<file path="src/rtl/mmio_port_bank_pkg.sv">
// Shared address-decode helpers for the p18240 memory-mapped switch/LED bank.
package mmio_port_bank_pkg;

    localparam int OFF_W = 4;

    typedef struct packed {
        logic             hit;
        logic [OFF_W-1:0] off;
    } decode_t;

    function automatic logic [OFF_W-1:0] off_status(input int num_ch);
        return OFF_W'(num_ch);
    endfunction

    function automatic logic [OFF_W-1:0] off_irq_en(input int num_ch);
        return OFF_W'(num_ch + 1);
    endfunction

    // The full 16-bit difference is range-checked so that aliases above the bank miss.
    function automatic decode_t decode_addr(input logic [15:0] addr, input logic [15:0] base,
                                            input int num_ch);
        decode_t     d;
        logic [15:0] diff;
        diff  = addr - base;
        d.hit = (addr >= base) && (diff <= 16'(num_ch + 1));
        d.off = diff[OFF_W-1:0];
        return d;
    endfunction

endpackage

</file>
<file path="src/rtl/mmio_port_bank_sync_chain.sv">
// Multi-flop synchroniser for one asynchronous input channel.
module sync_chain
    import mmio_port_bank_pkg::*;
#(
    parameter int WIDTH       = 16,
    parameter int SYNC_STAGES = 2
) (
    input  logic             clock,
    input  logic             reset,
    input  logic [WIDTH-1:0] d,
    output logic [WIDTH-1:0] q
);

    logic [WIDTH-1:0] stage_r [SYNC_STAGES];

    // Shift the raw input through the synchroniser flops.
    always_ff @(posedge clock or posedge reset) begin
        if (reset) begin
            for (int k = 0; k < SYNC_STAGES; k++) begin
                stage_r[k] <= {WIDTH{1'b0}};
            end
        end else begin
            stage_r[0] <= d;
            for (int k = 1; k < SYNC_STAGES; k++) begin
                stage_r[k] <= stage_r[k-1];
            end
        end
    end

    assign q = stage_r[SYNC_STAGES-1];

endmodule

</file>
<file path="src/rtl/mmio_port_bank.sv">
// Switch/LED I/O bank with change-detect status, interrupt mask and irq line,
// sitting beside the datapath on memAddr/MDRout/re_L/we_L.
module mmio_port_bank
    import mmio_port_bank_pkg::*;
#(
    parameter int          NUM_CH      = 2,
    parameter int          WIDTH       = 16,
    parameter logic [15:0] BASE_ADDR   = 16'h2000,
    parameter int          SYNC_STAGES = 2
) (
    input  logic                    clock,
    input  logic                    reset,
    input  logic [15:0]             memAddr,
    input  logic [WIDTH-1:0]        dataIn,
    input  logic                    re_L,
    input  logic                    we_L,
    input  logic [NUM_CH*WIDTH-1:0] swIn,
    output logic [WIDTH-1:0]        dataOut,
    output logic                    dataOutEn_L,
    output logic [NUM_CH*WIDTH-1:0] ledOut,
    output logic                    irq
);

    localparam logic [OFF_W-1:0] OFF_STATUS = off_status(NUM_CH);
    localparam logic [OFF_W-1:0] OFF_IRQEN  = off_irq_en(NUM_CH);
    localparam logic [3:0]       ARM_DONE   = 4'(SYNC_STAGES + 1);

    decode_t                 dec_s;
    logic                    wr_s;
    logic                    rd_s;
    logic                    armed_s;
    logic [NUM_CH*WIDTH-1:0] sw_sync_s;
    logic [NUM_CH*WIDTH-1:0] prev_r;
    logic [NUM_CH*WIDTH-1:0] led_r;
    logic [NUM_CH-1:0]       status_r;
    logic [NUM_CH-1:0]       irq_en_r;
    logic [NUM_CH-1:0]       change_s;
    logic [NUM_CH-1:0]       ch_sel_s;
    logic [NUM_CH-1:0]       w1c_s;
    logic [3:0]              arm_cnt_r;
    logic                    irq_r;
    logic [WIDTH-1:0]        rd_ch_s;
    logic [WIDTH-1:0]        data_out_s;

    assign dec_s   = decode_addr(memAddr, BASE_ADDR, NUM_CH);
    assign wr_s    = ~we_L & dec_s.hit;
    // A simultaneous read+write still writes but never drives the bus.
    assign rd_s    = ~re_L & we_L & dec_s.hit;
    assign armed_s = (arm_cnt_r == ARM_DONE);
    assign w1c_s   = (wr_s && (dec_s.off == OFF_STATUS)) ? dataIn[NUM_CH-1:0] : {NUM_CH{1'b0}};

    for (genvar i = 0; i < NUM_CH; i++) begin : g_ch
        sync_chain #(
            .WIDTH      (WIDTH),
            .SYNC_STAGES(SYNC_STAGES)
        ) u_sync (
            .clock(clock),
            .reset(reset),
            .d    (swIn[i*WIDTH +: WIDTH]),
            .q    (sw_sync_s[i*WIDTH +: WIDTH])
        );
        assign ch_sel_s[i] = (dec_s.off == OFF_W'(i));
        assign change_s[i] = armed_s & (sw_sync_s[i*WIDTH +: WIDTH] != prev_r[i*WIDTH +: WIDTH]);
    end

    // Count out the reset-release settling window so flushed sync edges never set STATUS.
    always_ff @(posedge clock or posedge reset) begin
        if (reset) begin
            arm_cnt_r <= 4'd0;
        end else if (!armed_s) begin
            arm_cnt_r <= arm_cnt_r + 4'd1;
        end else begin
            arm_cnt_r <= arm_cnt_r;
        end
    end

    // Register file: LED channels, change status (set beats clear), irq mask and irq flop.
    always_ff @(posedge clock or posedge reset) begin
        if (reset) begin
            prev_r   <= {(NUM_CH*WIDTH){1'b0}};
            led_r    <= {(NUM_CH*WIDTH){1'b0}};
            status_r <= {NUM_CH{1'b0}};
            irq_en_r <= {NUM_CH{1'b0}};
            irq_r    <= 1'b0;
        end else begin
            prev_r   <= sw_sync_s;
            status_r <= (status_r & ~w1c_s) | change_s;
            irq_r    <= |(status_r & irq_en_r);
            if (wr_s && (dec_s.off == OFF_IRQEN)) begin
                irq_en_r <= dataIn[NUM_CH-1:0];
            end else begin
                irq_en_r <= irq_en_r;
            end
            for (int i = 0; i < NUM_CH; i++) begin
                if (wr_s && ch_sel_s[i]) begin
                    led_r[i*WIDTH +: WIDTH] <= dataIn;
                end else begin
                    led_r[i*WIDTH +: WIDTH] <= led_r[i*WIDTH +: WIDTH];
                end
            end
        end
    end

    // Zero-latency read mux; the bus reads 0 whenever this bank is not driving it.
    always_comb begin
        rd_ch_s    = {WIDTH{1'b0}};
        data_out_s = {WIDTH{1'b0}};
        for (int i = 0; i < NUM_CH; i++) begin
            rd_ch_s = rd_ch_s | ({WIDTH{ch_sel_s[i]}} & sw_sync_s[i*WIDTH +: WIDTH]);
        end
        if (!rd_s) begin
            data_out_s = {WIDTH{1'b0}};
        end else if (dec_s.off < OFF_STATUS) begin
            data_out_s = rd_ch_s;
        end else if (dec_s.off == OFF_STATUS) begin
            data_out_s = {{(WIDTH-NUM_CH){1'b0}}, status_r};
        end else begin
            data_out_s = {{(WIDTH-NUM_CH){1'b0}}, irq_en_r};
        end
    end

    assign dataOut     = data_out_s;
    assign dataOutEn_L = ~rd_s;
    assign ledOut      = led_r;
    assign irq         = irq_r;

endmodule
</file>
<file path="config.mk">
export PLATFORM = sky130hd
export DESIGN_NAME = mmio_port_bank
export DESIGN_NICKNAME = d
export VERILOG_FILES = /design/src/rtl/mmio_port_bank_pkg.sv /design/src/rtl/mmio_port_bank_sync_chain.sv /design/src/rtl/mmio_port_bank.sv
export SDC_FILE = /design/constraint.sdc
export NUM_CORES = 1
export LEC_CHECK = 0
export BUFFER_PORTS_ARGS = -buffer_cell sky130_fd_sc_hd__buf_4
export CAP_MARGIN = 20
export CORE_ASPECT_RATIO = 1.2
export CORE_UTILIZATION = 53
export CTS_CLUSTER_DIAMETER = 150
export DETAILED_ROUTE_END_ITERATION = 6
export GPL_TIMING_DRIVEN = 1
export PLACE_DENSITY = 0.83
export SYNTH_ARGS = -nofsm -noshare
export SYNTH_HDL_FRONTEND = slang
export SYNTH_HIERARCHICAL = 1
export SYNTH_SLANG_ARGS = --single-unit
</file>
<file path="constraint.sdc">
create_clock -name clock -period 2.2 [get_ports clock]
set_input_delay 0 -clock clock [delete_from_list [all_inputs] [get_ports clock]]
set_output_delay 0 -clock clock [all_outputs]
set_load 0.01 [all_outputs]
</file>
==> results.md <==
- Via density per instance: 5.090
- Post-route insts no fill: 621
- Hold WS: 36.34 ps
- Area of placed instances: 5867 um2
- Worst Hold Path EP: status_r[1]$_DFF_PP0_
- TNS Setup: 0 ps
- Final Max Slew Viols: 0
- Layout cells sized above 1: 39.72%
- Most frequent cells in the layout: dfrtp_1, buf_4, dlygate4sd3_1
- Final period util: 90.97%
- RSZ-0062 raised after global routing: false
- Critical register-to-register path startpoint: arm_cnt_r[0]$_DFFE_PP0N_
- Worst-path cell chain: buf_4, inv_1, ha_1, or4b_2, a211oi_1, nand3_1, buf_4, nor2_1, buf_4
- Critical Path RT: 2200 ps
- Die Y: 109.1 um
- Clock buffer depth: 2
- Clock power frac: 47.2%
- VDD IR max: 0.7670 mV
- F_max: 499.6 MHz
- Number of top-level pins: 118
- Initial antenna violation count: 0
- Most frequent cell on the critical path: buf_4
- CTS Buf Count: 17
- Register area: 3428 um2
- Seq/Total Area, Yosys: 67.64%
- Rows: 38
- Final setup viols: 0
- Dpl ws: 213.8 ps
- First-pass GRT wire length: 17250 um
- WHS Path Cells: 5
- Worst Path Arrival: 2000 ps
- Min setup slack post-route: 198.6 ps
- Initial core utilization: 55.24%
- Final critical-path required period: 2001 ps
- Worst Clk Skew: 11.28 ps
- Mean Syn Cell Area: 15.31 um2
- Inserted Diodes: 0
- Max Cap Viol: 0
- Net count after synthesis: 402
- First-pass DRT Iterations: 4
- Post-DP HPWL: 6816 um
- Port buffer count: 117
- Placed cell count: 537
- Path depth of the worst reg2reg path: 3
- Die area: 9960 um2
- Pint: 0.004407 W
- Die extent in x: 91.27 um
- Net switching share of the total power: 22.16%
- Endpoint class of the critical path: output port
- Core area: 9176 um2
- Min-Delay Startpoint: memAddr[9]
- Routability Congestion: 0.8581
- Cells after synthesis: 331
- Crit path largest cell delay: 590 ps
- Hold Violations, Final: 0
- Logic gate share of total power: 5.7%
- Area Growth Syn to Fin: 37.18%
- Crit start category: input pin
- Area of the multi-input gates: 1339 um2
- GRT overflow: 0
- Synth warn: 6
- Sw Pwr: 0.001254 W
- Antenna viol nets, final: 0
- Mapped cell area: 5069 um2
- Most common cell after layout, fill and taps aside: dfrtp_1
- Sink Count: 137
- Detailed-route via count: 3161
- Reg2reg setup slack: 580 ps
- Post-synth cell types: 32
- Hold Path Class: input pin to flip-flop
- CTS tree: yes
- H-tree levels: 4
- Final Cell Area: 6953 um2
- CTS Root Cell: clkbuf_8
- Status: finished clean
- Critical path peak fanout: 13
- Worst-path clk slew: 60 ps
- Largest net degree at the start of global routing: 74
- PD cells: 814.3 nW/um2
- Drt total wl: 10740 um
- Sequential share of power: 47.2%
- Total Routing Usage GR: 23.83%
- Leakage: 3.345 nW
- Clock Latency Late Sink: 520 ps
- Critical R2R Capture: arm_cnt_r[1]$_DFFE_PP0N_
- Worst-Margin Slew: 905.4 ps
- Register bit total from synthesis: 137
- Type of the worst setup path: input pin to output port
- Slowest-stage cell, CP: or4b_2
- Drt wl/cell: 17.29 um
- DRT iter0 DRCs: 155
- Layout filler cell count: 519
- Relative slew slack: 39.64%
- DR DRC count: 0
- Vias in the first global route: 3404
- Nets: 559
[final cells by class]
class | count | area share [%]
well taps | 120 | 2.159
inverters | 7 | 0.3779
repair buffers | 175 | 20.77
multi-input cells | 150 | 19.25
flip-flops and latches | 137 | 49.31
clock buffers | 18 | 6.010
clock inverters | 14 | 2.123
[power by group through the flow]
stage	Sequential (W)	Clock [W]	Combinational [W]
after floorplan	0.00268	0	0.000166
after global placement	0.00271	0	0.000234
after detailed placement	0.00271	0	0.000243
after CTS	0.00267	0.00271	0.000319
after global routing	0.00268	0.00285	0.000353
final	0.00267	0.00267	0.000321
[worst max path at each step]
| stage | from | endpoint | slack, ps | cells past startpoint |
|---|---|---|---|---|
| 6_report | memAddr[14] | dataOut[13] | 200 | 9 |
| 5_1_grt | memAddr[14] | dataOut[10] | 130 | 9 |
| 4_1_cts | memAddr[14] | dataOut[13] | 220 | 9 |
| 3_5_place_dp | memAddr[8] | ledOut[4]$_DFFE_PP0P_ | 210 | 5 |
| 3_3_place_gp | memAddr[8] | ledOut[5]$_DFFE_PP0P_ | 250 | 5 |
| 2_1_floorplan | reset | arm_cnt_r[0]$_DFFE_PP0N_ | 350 | 1 |
[metal layers]
layer	wire length (um)	GRT usage, %
met2	5814	42.86
met4	216	9.524
met5	0	0
met3	647	6.834
met1	4060	26.87
[cells by family (layout without fill, tap and decap cells)]
kind of cell             after synthesis  in the layout  synth area share, %
adder cells (fa/ha/maj)                3              3               0.7406
multiplexers                          37             37                9.701
flip-flops                           137            137                67.64
AO/OA/AOI/OAI                         25             25                3.579
XOR/XNOR                              35             35                6.048
AND/OR/NAND/NOR                       50             50                6.344
buffers and inverters                 44            214                5.949
[cells in the mapped netlist]
master	count	share of area, %
or4_4	1	0.22
nand4_1	4	0.49
buf_6	2	0.44
ha_1	3	0.74
mux2_4	20	5.9
nand3_1	4	0.39
or4b_2	1	0.20
nand2_1	1	0.074
nor4_4	1	0.42
or2_2	1	0.12
nand3_4	2	0.69
buf_2	1	0.099
a22o_1	3	0.52
and3_1	2	0.25
o22ai_1	2	0.25
or3_1	3	0.37
mux2_2	17	3.8
nor3b_1	2	0.30
inv_1	7	0.52
nor2_1	17	1.3
nor3_1	1	0.099
buf_4	32	4.7
a22oi_1	14	2.1
a211oi_1	3	0.44
dfrtp_1	137	68
clkbuf_1	2	0.15
nor3_4	1	0.32
or4_1	1	0.15
xor2_1	33	5.7
xnor2_1	2	0.35
o21ai_0	3	0.30
nor4_1	8	0.99
[worst max-delay path: cells and delay by family]
kind                       cells  cell delay [ps]
buffers and inverters          4              610
and+or+nand+nor                3             1010
adders and majority gates      1              150
AOI/OAI and AO/OA              1              220
[per-stage QoR]
step / power, W / util (%)
6_report: 0.005662 / 75.77
5_1_grt: 0.005881 / 75.77
4_1_cts: 0.005700 / 75.77
3_5_place_dp: 0.002958 / 63.94
3_3_place_gp: 0.002943 / 63.94
2_1_floorplan: 0.002842 / -
[repair_timing]
item / 4_1_cts / 5_1_grt
hold buffers: 52 / 0
setup endpoints to repair: 0 / 0
setup buffers: 0 / 0
gates resized for setup: 0 / 0
hold endpoints to repair: 205 / 0
[state kept, by name, summed over array words and instances, names as in the netlist]
| register | flops |
|---|---|
| arm_cnt_r | 4 |
| g_ch.u_sync/q | 32 |
| g_ch.u_sync/stage_r | 32 |
| irq | 1 |
| irq_en_r | 2 |
| ledOut | 32 |
| prev_r | 32 |
| status_r | 2 |
Power figures use the tool's default switching activity.
